## config.mk

```make
export PLATFORM = sky130hd
export DESIGN_NAME = inv_mix_columns_seq
export DESIGN_NICKNAME = d
export VERILOG_FILES = /design/src/rtl/inv_mix_columns_seq.sv
export SDC_FILE = /design/constraint.sdc
export NUM_CORES = 1
export LEC_CHECK = 0
export ABC_AREA = 1
export BUFFER_PORTS_ARGS = -buffer_cell sky130_fd_sc_hd__buf_2
export CAP_MARGIN = 20
export CORE_MARGIN = 2
export CORE_UTILIZATION = 55
export CTS_BUF_LIST = sky130_fd_sc_hd__clkbuf_8
export CTS_CLUSTER_SIZE = 24
export DETAILED_ROUTE_END_ITERATION = 12
export PLACE_DENSITY = 0.87
export SYNTH_ARGS = -nofsm -noshare
export SYNTH_HDL_FRONTEND = slang
export SYNTH_SLANG_ARGS = --single-unit
```

## constraint.sdc

```tcl
create_clock -name Clk -period 4.5 [get_ports Clk]
set_clock_uncertainty 0.15 [all_clocks]
set_input_delay 0.45 -clock Clk [delete_from_list [all_inputs] [get_ports Clk]]
set_output_delay 0.45 -clock Clk [all_outputs]
set_load 0.005 [all_outputs]
```

## src/rtl/inv_mix_columns_seq.sv

```systemverilog
// Multi-cycle AES InvMixColumns stage: accepts a 128-bit state, mixes COLS_PER_CYCLE
// columns per clock (or bypasses the mix), then holds the result until downstream takes it.
module inv_mix_columns_seq #(
    parameter int COLS_PER_CYCLE = 1
) (
    input  logic         Clk,
    input  logic         Reset,
    input  logic         in_valid,
    output logic         in_ready,
    input  logic [127:0] State_In,
    input  logic         Bypass,
    output logic         out_valid,
    input  logic         out_ready,
    output logic [127:0] State_Out,
    output logic         busy
);

    generate
        if (!(COLS_PER_CYCLE == 1 || COLS_PER_CYCLE == 2 || COLS_PER_CYCLE == 4)) begin : g_bad_cols
            $error("inv_mix_columns_seq: COLS_PER_CYCLE must be 1, 2 or 4");
        end
    endgenerate

    typedef enum logic [1:0] {S_IDLE, S_MIX, S_DONE} state_t;

    // The 2-bit counter wraps naturally; a step of 4 truncates to 0.
    localparam logic [1:0] STEP = 2'(COLS_PER_CYCLE);
    localparam logic [1:0] LAST = 2'(4 - COLS_PER_CYCLE);

    state_t      r_state;
    state_t      w_next;
    logic [1:0]  r_cnt;
    logic [31:0] r_col [4];
    logic [1:0]  w_idx [COLS_PER_CYCLE];
    logic [31:0] w_mix [COLS_PER_CYCLE];
    logic        w_last;

    function automatic logic [7:0] xtime(input logic [7:0] b);
        return {b[6:0], 1'b0} ^ (b[7] ? 8'h1b : 8'h00);
    endfunction

    // Multiples 9, b, d, e built from the 2x/4x/8x doublings of each byte.
    function automatic logic [31:0] inv_mix_col(input logic [31:0] c);
        logic [7:0] a [4];
        logic [7:0] x2 [4];
        logic [7:0] x4 [4];
        logic [7:0] x8 [4];
        logic [7:0] m9 [4];
        logic [7:0] mb [4];
        logic [7:0] md [4];
        logic [7:0] me [4];
        for (int i = 0; i < 4; i++) begin
            a[i]  = c[31-8*i -: 8];
            x2[i] = xtime(a[i]);
            x4[i] = xtime(x2[i]);
            x8[i] = xtime(x4[i]);
            m9[i] = x8[i] ^ a[i];
            mb[i] = x8[i] ^ x2[i] ^ a[i];
            md[i] = x8[i] ^ x4[i] ^ a[i];
            me[i] = x8[i] ^ x4[i] ^ x2[i];
        end
        return {me[0] ^ mb[1] ^ md[2] ^ m9[3],
                m9[0] ^ me[1] ^ mb[2] ^ md[3],
                md[0] ^ m9[1] ^ me[2] ^ mb[3],
                mb[0] ^ md[1] ^ m9[2] ^ me[3]};
    endfunction

    always_comb begin
        for (int k = 0; k < COLS_PER_CYCLE; k++) begin
            w_idx[k] = r_cnt + 2'(k);
            w_mix[k] = inv_mix_col(r_col[w_idx[k]]);
        end
    end

    assign w_last = (r_cnt == LAST);

    always_ff @(posedge Clk) begin
        if (!Reset) begin
            r_state <= S_IDLE;
        end else begin
            r_state <= w_next;
        end
    end

    always_comb begin
        w_next = r_state;
        case (r_state)
            S_IDLE:  if (in_valid) w_next = Bypass ? S_DONE : S_MIX;
            S_MIX:   if (w_last) w_next = S_DONE;
            S_DONE:  if (out_ready) w_next = S_IDLE;
            default: w_next = S_IDLE;
        endcase
    end

    always_ff @(posedge Clk) begin
        if (!Reset) begin
            r_cnt <= 2'd0;
            for (int i = 0; i < 4; i++) r_col[i] <= 32'd0;
        end else begin
            case (r_state)
                S_IDLE: begin
                    if (in_valid) begin
                        r_cnt <= 2'd0;
                        for (int i = 0; i < 4; i++) r_col[i] <= State_In[127-32*i -: 32];
                    end
                end
                S_MIX: begin
                    for (int k = 0; k < COLS_PER_CYCLE; k++) r_col[w_idx[k]] <= w_mix[k];
                    r_cnt <= r_cnt + STEP;
                end
                default: ;
            endcase
        end
    end

    assign in_ready  = (r_state == S_IDLE);
    assign out_valid = (r_state == S_DONE);
    assign busy      = (r_state != S_IDLE);
    assign State_Out = {r_col[0], r_col[1], r_col[2], r_col[3]};

endmodule
```

== Word level (Yosys, flattened, before mapping) ==
Memory sizes are Yosys's and may differ from the RTL's. A register that Yosys moved wholly into a read port is not among the register bits.
Cells that the tools add are included.
Widths: inputs -> output; s select.

* Bits of input ports: 133
* Register bits: 4
* Word-level logic and storage cells: 104
* Memories kept: 1
* Output and inout port bits: 131
* Bits in writable memories: 128

* Eq/ne operators: 6
* Add/subtract/negate cells: 1
* Reductions and logical operators: 6
* Mux-type cells: 36
* Bitwise logic cells: 52

{| class="wikitable"
|+ Memories
! memory !! depth !! width !! read ports !! clocked after memory_dff !! write ports !! line !! source
|-
| r_col || 4 || 32 || 5 || 1 || 4 || 33 || <nowiki>logic [31:0] r_col [4];</nowiki>
|}

{| class="wikitable"
|+ Operators with widths
! operator !! number
|-
| $xor 8x8->8 || 36
|-
| $mux 32 || 5
|-
| $xor 8x5->8 || 12
|-
| $mux 5 || 12
|-
| $reduce_or 32->1 || 1
|-
| $mux 2 || 8
|-
| $mux 1 || 9
|-
| $pmux 2 s3 || 1
|-
| $eq 2x2->1 const B || 2
|-
| $ne 2x2->1 const B || 2
|-
| $or 1x1->1 || 4
|-
| $pmux 2 s2 || 1
|-
| $reduce_bool 2->1 || 2
|-
| $reduce_and 3->1 || 1
|-
| $add 2x1->2 const B || 1
|-
| $eq 2x1->1 const B || 1
|-
| $logic_not 2->1 || 1
|-
| $ne 2x1->1 const B || 1
|-
| $reduce_and 2->1 || 1
|}

== Longest topological paths before layout ==
Gate-level depths: netlist (run 1).

* Word-level depth: 12
* Depth in mapped cells: 21
* Gate-level depth less buffers: 20

== Least setup slack after synthesis (run 1) ==
OpenSTA, ideal clock, no wires.

* Path type: register -> register
* From: register (tool-made name)
* To: memory r_col[3][9], data pin
* Library setup time: 0.254 ns
* Period minus slack after synthesis: 2.334 ns
* Arrival: 1.930 ns
* Stages on the path, launching flop included: 17
* Buffers on the path: 1
* Slack: 2.166 ns
* Required time: 4.096 ns
* Path through: dfxtp_1 > inv_2 > buf_6 > nand2_1 > nand3_1 > nand2_2 > nand2_1 > nand2_1 > nand2_1 > nand2_2 > nand2_1 > nand2_2 > or2_1 > nand2_1 > or2_1 > nand3_1 > nand2_1

{| class="wikitable"
|+ RTL lines
! element !! line
|-
| to (decl) || 33
|}

==> results_dict.tcl, run 1 <==
set metrics [dict create \
    outcome "complete, no violations" \
    critical_path.startpoint_type "flip-flop" \
    static-leakage-power_uw 0.00707 \
    final-hold-violation-count 0 \
    placement.cell_area_um2 12500 \
    tightest_slew_ps 784 \
    required_ps 4710 \
    tritoncts "done" \
    cp_max_fo 35 \
    grt_most_used_layer "met2" \
    maximum_number_of_pins_on_one_net_before_global_route_repair 129 \
    final_hpwl_dp_um 32300 \
    finalWorstPathRequiredPeriod_ps 3460 \
    crit_slowest_cell "sky130_fd_sc_hd__inv_2" \
    post_route_cells_drive_above_1_share 0.213 \
    worstHoldPathType "primary input to flip-flop" \
    timing.critical_path.cells "inv_2, buf_4, nand3_1, nand2_2, nand2_1, nand2_1, inv_1, nand2_1, nand2_1, xnor2_1, xor2_1, nand2_1, nand2_1" \
    initial_utilization 0.564 \
    routed_via_count_divided_by_cell_count 5.66 \
    met1_usage 0.531 \
    post_synth_instance_area_um2 11000 \
    clock_sink_count 134 \
    cp.arrival_ps 3670 \
    routed_wirelength_um 41700 \
    finish.instance_area_um2 12900 \
    critical_path_class "flip-flop to flip-flop" \
    design.portCount 264 \
    worst_hold_startpoint "State_In[40]" \
    ir_worst_vdd_mv 0.352 \
    synthesis.nets 1766 \
    end_kind "flip-flop" \
    ant_nets 0 \
    synth_ff_type "sky130_fd_sc_hd__edfxtp_1" \
    post_drt_wl_per_cell_um 19.3 \
    timing.final.max_slew_violations 0 \
    fp-row-count 51 \
    fp.dieArea_um2 21200 \
    postCtsResizedCells 0 \
    timing.hold.ws_ps 69.6 \
    worstPathBufferInverterCount 3 \
    antenna-diode-count 0 \
    final_weighted_congestion_in_routability_driven_placement 1.07 \
    power_density_nw_per_um2 803 \
    maxCapViolations 0 \
    netlist_instances 1629 \
    synth-seq-cells 134 \
    clk_latency_ps 490 \
    area_added_between_synthesis_and_finish_pct 17.1 \
    ys_seq_area_frac 0.360 \
    grt_util_met2 0.612 \
    asyncSetResetFlopFracSynth 0 \
    number_of_cts_inserted_buffers 17 \
    drt_drc_violations_left 0 \
    die_h_um 145 \
    first_global_vias 11200 \
    groute.layer.met3.usage 0.0940 \
    syn_area_per_cell_um2 6.76 \
    cts.root.buffer_cell "sky130_fd_sc_hd__clkbuf_8" \
    count_of_flip_flops_with_a_built_in_enable_after_synthesis 128 \
    setup_total_negative_slack_ps 0 \
    synth-warning-count 0 \
    gr-total-overflow 0 \
    first_pass_iters 8 \
    dr_total_vias 12200 \
    cpMostUsedCell "sky130_fd_sc_hd__nand2_1" \
    post_synth_num_cell_types 35 \
    ctsHtreeMaxLevel 4 \
    report.power.total_uw 10300 \
    rsz_0062_raised_after_global_routing "false" \
    min_period_over_period 0.769 \
    cts.clk_slew.worst_paths_ps 100 \
    critPathTopFamily "simple AND/OR/NAND/NOR gates" \
    grt_usage 0.388 \
    port_buffers 263 \
    number_of_drc_violations_after_detailed_routing_iteration_0 1603 \
    num-fill-cells 1742 \
    initial_antenna_violation_count 0 \
    grt_first_pass_wirelength_um 63300 \
    die_width_um 145 \
    finish.net_count 2012 \
    post-cts-setup-buffers 0 \
    timing.max_slew.rel_slack 0.476 \
    report.final.setup_viol 0 \
    core_region_area_um2 19500 \
    crit_path_max_cell_delay_ps 530 \
    clock_path_buffers 2 \
    max_freq_mhz 289 \
    cts_hold_buf 0 \
]
-- per-layer routing --
layer	routed length (µm)	vias to the layer above	part of all wire
met5	0	-	0
met4	1300	0	0.031
met3	5770	115	0.14
met2	18800	911	0.45
met1	15800	5527	0.38
li1	-	5643	-
-- cell usage after synthesis, types with 6 or more instances --
library cell,n,area [µm²]
sky130_fd_sc_hd__inv_2,18,67.6
sky130_fd_sc_hd__xnor2_2,8,130
sky130_fd_sc_hd__nor2_1,7,26.3
sky130_fd_sc_hd__buf_1,9,33.8
sky130_fd_sc_hd__nand3_1,193,966
sky130_fd_sc_hd__nand3b_1,9,67.6
sky130_fd_sc_hd__nand2_4,7,78.8
sky130_fd_sc_hd__xor2_1,71,622
sky130_fd_sc_hd__clkbuf_1,17,63.8
sky130_fd_sc_hd__edfxtp_1,128,3840
sky130_fd_sc_hd__nand2_1,938,3520
sky130_fd_sc_hd__buf_4,8,60.1
sky130_fd_sc_hd__buf_6,11,124
sky130_fd_sc_hd__nand2_2,44,275
sky130_fd_sc_hd__inv_1,72,270
sky130_fd_sc_hd__xnor2_1,38,333
sky130_fd_sc_hd__dfxtp_1,6,120
-- where the power goes --
| part | switching [µW] | internal (µW) |
|---|---|---|
| clock network | 589 | 477 |
| logic | 5360 | 2130 |
| registers | 154 | 1630 |
-- stage by stage --
step | instances | setup WS [ps] | utilization
4_1_cts | 2153 | 1140 | 0.660
3_3_place_gp | 2121 | 1250 | 0.639
3_5_place_dp | 2121 | 1190 | 0.639
2_1_floorplan | 1629 | 2170 | -
5_1_grt | 2153 | 856 | 0.660
6_report | 2153 | 1040 | 0.660
-- worst paths after layout --
kind	depth (start not counted)	slack, ps	endpoint
max	13	1040	r_col[2][30]
min	3	70	r_col[2][8]
max reg2reg	13	1040	r_col[2][30]
min reg2reg	1	390	r_state[1]
-- logic make-up after synthesis --
| kind of cell | synth area share |
|---|---|
| fa+ha+maj | 0.00455 |
| xor+xnor | 0.111 |
| simple gates | 0.458 |
| flops | 0.360 |
| buf+inv | 0.0589 |
| compound gates | 0.00728 |
-- worst reg2reg max path, delay by kind of cell (launching register included) --
kind | cells | cell delay [ps]
XOR/XNOR | 2 | 830
flip-flops | 1 | 340
buffers and inverters | 3 | 950
AND/OR/NAND/NOR | 8 | 1080
-- layout by cell type, fill, tap and decap left out, drive strengths merged, types with 6 or more instances in the layout --
cell / count
edfxtp: 128
nand2: 989
dfxtp: 6
nand3b: 9
buf: 277
nand3: 197
o21ai: 6
nor2: 7
xor2: 76
xnor2: 48
clkbuf: 18
or2: 6
inv: 100
-- area by class of cell --
type                       instances  area [µm²]  area share
multi-input combinational       1354        6400       0.497
sequential                       134        3970       0.308
timing repair buffer             277        1450       0.112
inverter                          91         342      0.0265
tap                              265         332      0.0257
clock buffer                      18         248      0.0192
clock inverter                    14         153      0.0118
-- flip-flops by register name (all words and copies together) (netlist names), named ones only --
signal	flops
r_state	2
r_col	128
r_cnt	2
No activity file was read; power rests on OpenSTA's default activity.
==> run 2, diff against run 1 <==
Clock period 4.5 ns to 3.2 ns, I/O delays scaled along.
==> run 2 against run 1 <==
Via count is 11% higher. Die area did not move. Largest power group unchanged. Flip-flop and latch count did not move. Final cell count grew 6.4%.
==> results_dict.tcl, run 2 (synthesized netlist as in run 1, its figures left out) <==
set metrics [dict create \
    outcome "complete, no violations" \
    post_route_cells_drive_above_1_share 0.218 \
    first_global_vias 13000 \
    largest_registers "r_col x128, r_cnt x2, r_state x2" \
    final.setup.worst_slack_ps 92.0 \
    top_register_by_number_of_flip_flops "r_col" \
    dp_cells 2146 \
    tightest_slew_ps 748 \
    crit_slowest_cell "sky130_fd_sc_hd__xor2_1" \
    maximum_number_of_pins_on_one_net_before_global_route_repair 66 \
    mostFrequentLayoutCell "sky130_fd_sc_hd__nand2_1" \
    largest_reg_flops 128 \
    port_buffers 263 \
    cp.arrival_ps 3300 \
    number_of_drc_violations_after_detailed_routing_iteration_0 2013 \
    gr-total-overflow 0 \
    maxCapViolations 0 \
    number_of_cts_inserted_buffers 17 \
    design.portCount 264 \
    timing.final.max_slew_violations 0 \
    power_density_nw_per_um2 1050 \
    critical_path.startpoint_type "flip-flop" \
    initial_utilization 0.564 \
    static-leakage-power_uw 0.00771 \
    cts.root.buffer_cell "sky130_fd_sc_hd__clkbuf_8" \
    cts.clk_slew.worst_paths_ps 100 \
    post_drt_wl_per_cell_um 20.6 \
    min_period_over_period 0.971 \
    core_region_area_um2 19500 \
    first_pass_iters 8 \
    cpMostUsedCell "sky130_fd_sc_hd__nand2_1" \
    place_ws_ps 126 \
    initial_antenna_violation_count 1 \
    critical_path_class "flip-flop to flip-flop" \
    ctsHtreeMaxLevel 4 \
    grt_usage 0.431 \
    report.final.setup_viol 0 \
    dr_total_vias 13600 \
    final_weighted_congestion_in_routability_driven_placement 1.09 \
    final_core_util 0.733 \
    mostFrequentLayoutCells "sky130_fd_sc_hd__nand2_1 (927), sky130_fd_sc_hd__buf_2 (263), sky130_fd_sc_hd__nand3_1 (193), sky130_fd_sc_hd__edfxtp_1 (128), sky130_fd_sc_hd__dlygate4sd3_1 (112)" \
    area_added_between_synthesis_and_finish_pct 30.0 \
    clock_sink_count 134 \
    final_cell_count_no_fill 2291 \
    clk_latency_ps 480 \
    drt_drc_violations_left 0 \
    finish.net_count 2149 \
    end_kind "flip-flop" \
    timing.critical_path.cells "inv_4, buf_12, nand2_1, nand2_1, nand2_1, nand2_2, nand2_1, nand2_1, xor2_1, xnor2_1, xor2_1, nand2_1, nand2_1" \
    grt_first_pass_wirelength_um 70400 \
    die_width_um 145 \
    cp_max_fo 40 \
    num-fill-cells 1452 \
    setup_total_negative_slack_ps 0 \
    required_ps 3390 \
    final-hold-violation-count 0 \
    ir_worst_vdd_mv 0.518 \
    worstHoldPathType "primary input to flip-flop" \
    timing.max_slew.rel_slack 0.500 \
    tritoncts "done" \
    ant_nets 0 \
    routed_via_count_divided_by_cell_count 5.92 \
    fp.dieArea_um2 21200 \
    routed_wirelength_um 47200 \
    fp-row-count 51 \
    clock_path_buffers 2 \
    crit_path_max_cell_delay_ps 560 \
    finalWorstPathRequiredPeriod_ps 3110 \
    rsz_0062_raised_after_global_routing "false" \
    final_hpwl_dp_um 32100 \
    die_h_um 145 \
    rrSetupSlack_ps 90 \
    max_freq_mhz 322 \
]
[run 2: where the power goes]
part	switching (µW)	internal, µW	leakage, µW
Combinational	7620	3290	0.00606
Sequential	229	2290	0.00144
Clock	870	754	0.000218
Total	8720	6340	0.00771
[run 2: worst paths after layout]
kind	start	endpoint	depth (start not counted)
hold / removal	State_In[34]	r_col[2][2]	3
setup / recovery	flip-flop	r_col[3][8]	13
setup reg to reg	flip-flop	r_col[3][8]	13
hold reg to reg	r_state[1]	r_state[1]	1
[run 2: what timing repair did]
| item | 4_1_cts | 5_1_grt |
|---|---|---|
| buffers inserted | 0 | 0 |
| hold endpoints to repair | 112 | 0 |
| gates resized for setup | 0 | 18 |
| hold buffers | 112 | 0 |
| setup endpoints to repair | 0 | 75 |
[run 2: through the flow]
stage,total power (µW),area [µm²],hold WS (ps)
floorplan,9400,11000,318
global placement,12500,12700,344
detailed placement,12700,12700,351
CTS,14300,14200,0.636
global route,15900,14300,17.1
finish,15100,14300,20.6
[run 2: critical path: cells and delay by family, from the launching register on]
family	cells	cell delay, ps
buffers and inverters	2	390
flip-flops	1	360
AND/OR/NAND/NOR	8	1090
XOR/XNOR	3	960
[run 2: layout make-up]
cell class,count,area (µm²),area share
Clock buffer,18,248,0.0173
Clock inverter,14,178,0.0124
Antenna cell,1,2.50,0.000175
Sequential cell,134,3970,0.277
Inverter,91,344,0.0240
Timing Repair Buffer,414,2780,0.195
Tap cell,265,332,0.0232
Multi-Input combinational cell,1354,6460,0.451
[run 2: per-layer routing]
| metal | global-route usage | part of all wire |
|---|---|---|
| met5 | 0 | 0 |
| met2 | 0.680 | 0.44 |
| met3 | 0.112 | 0.14 |
| met1 | 0.532 | 0.34 |
| met4 | 0.265 | 0.072 |
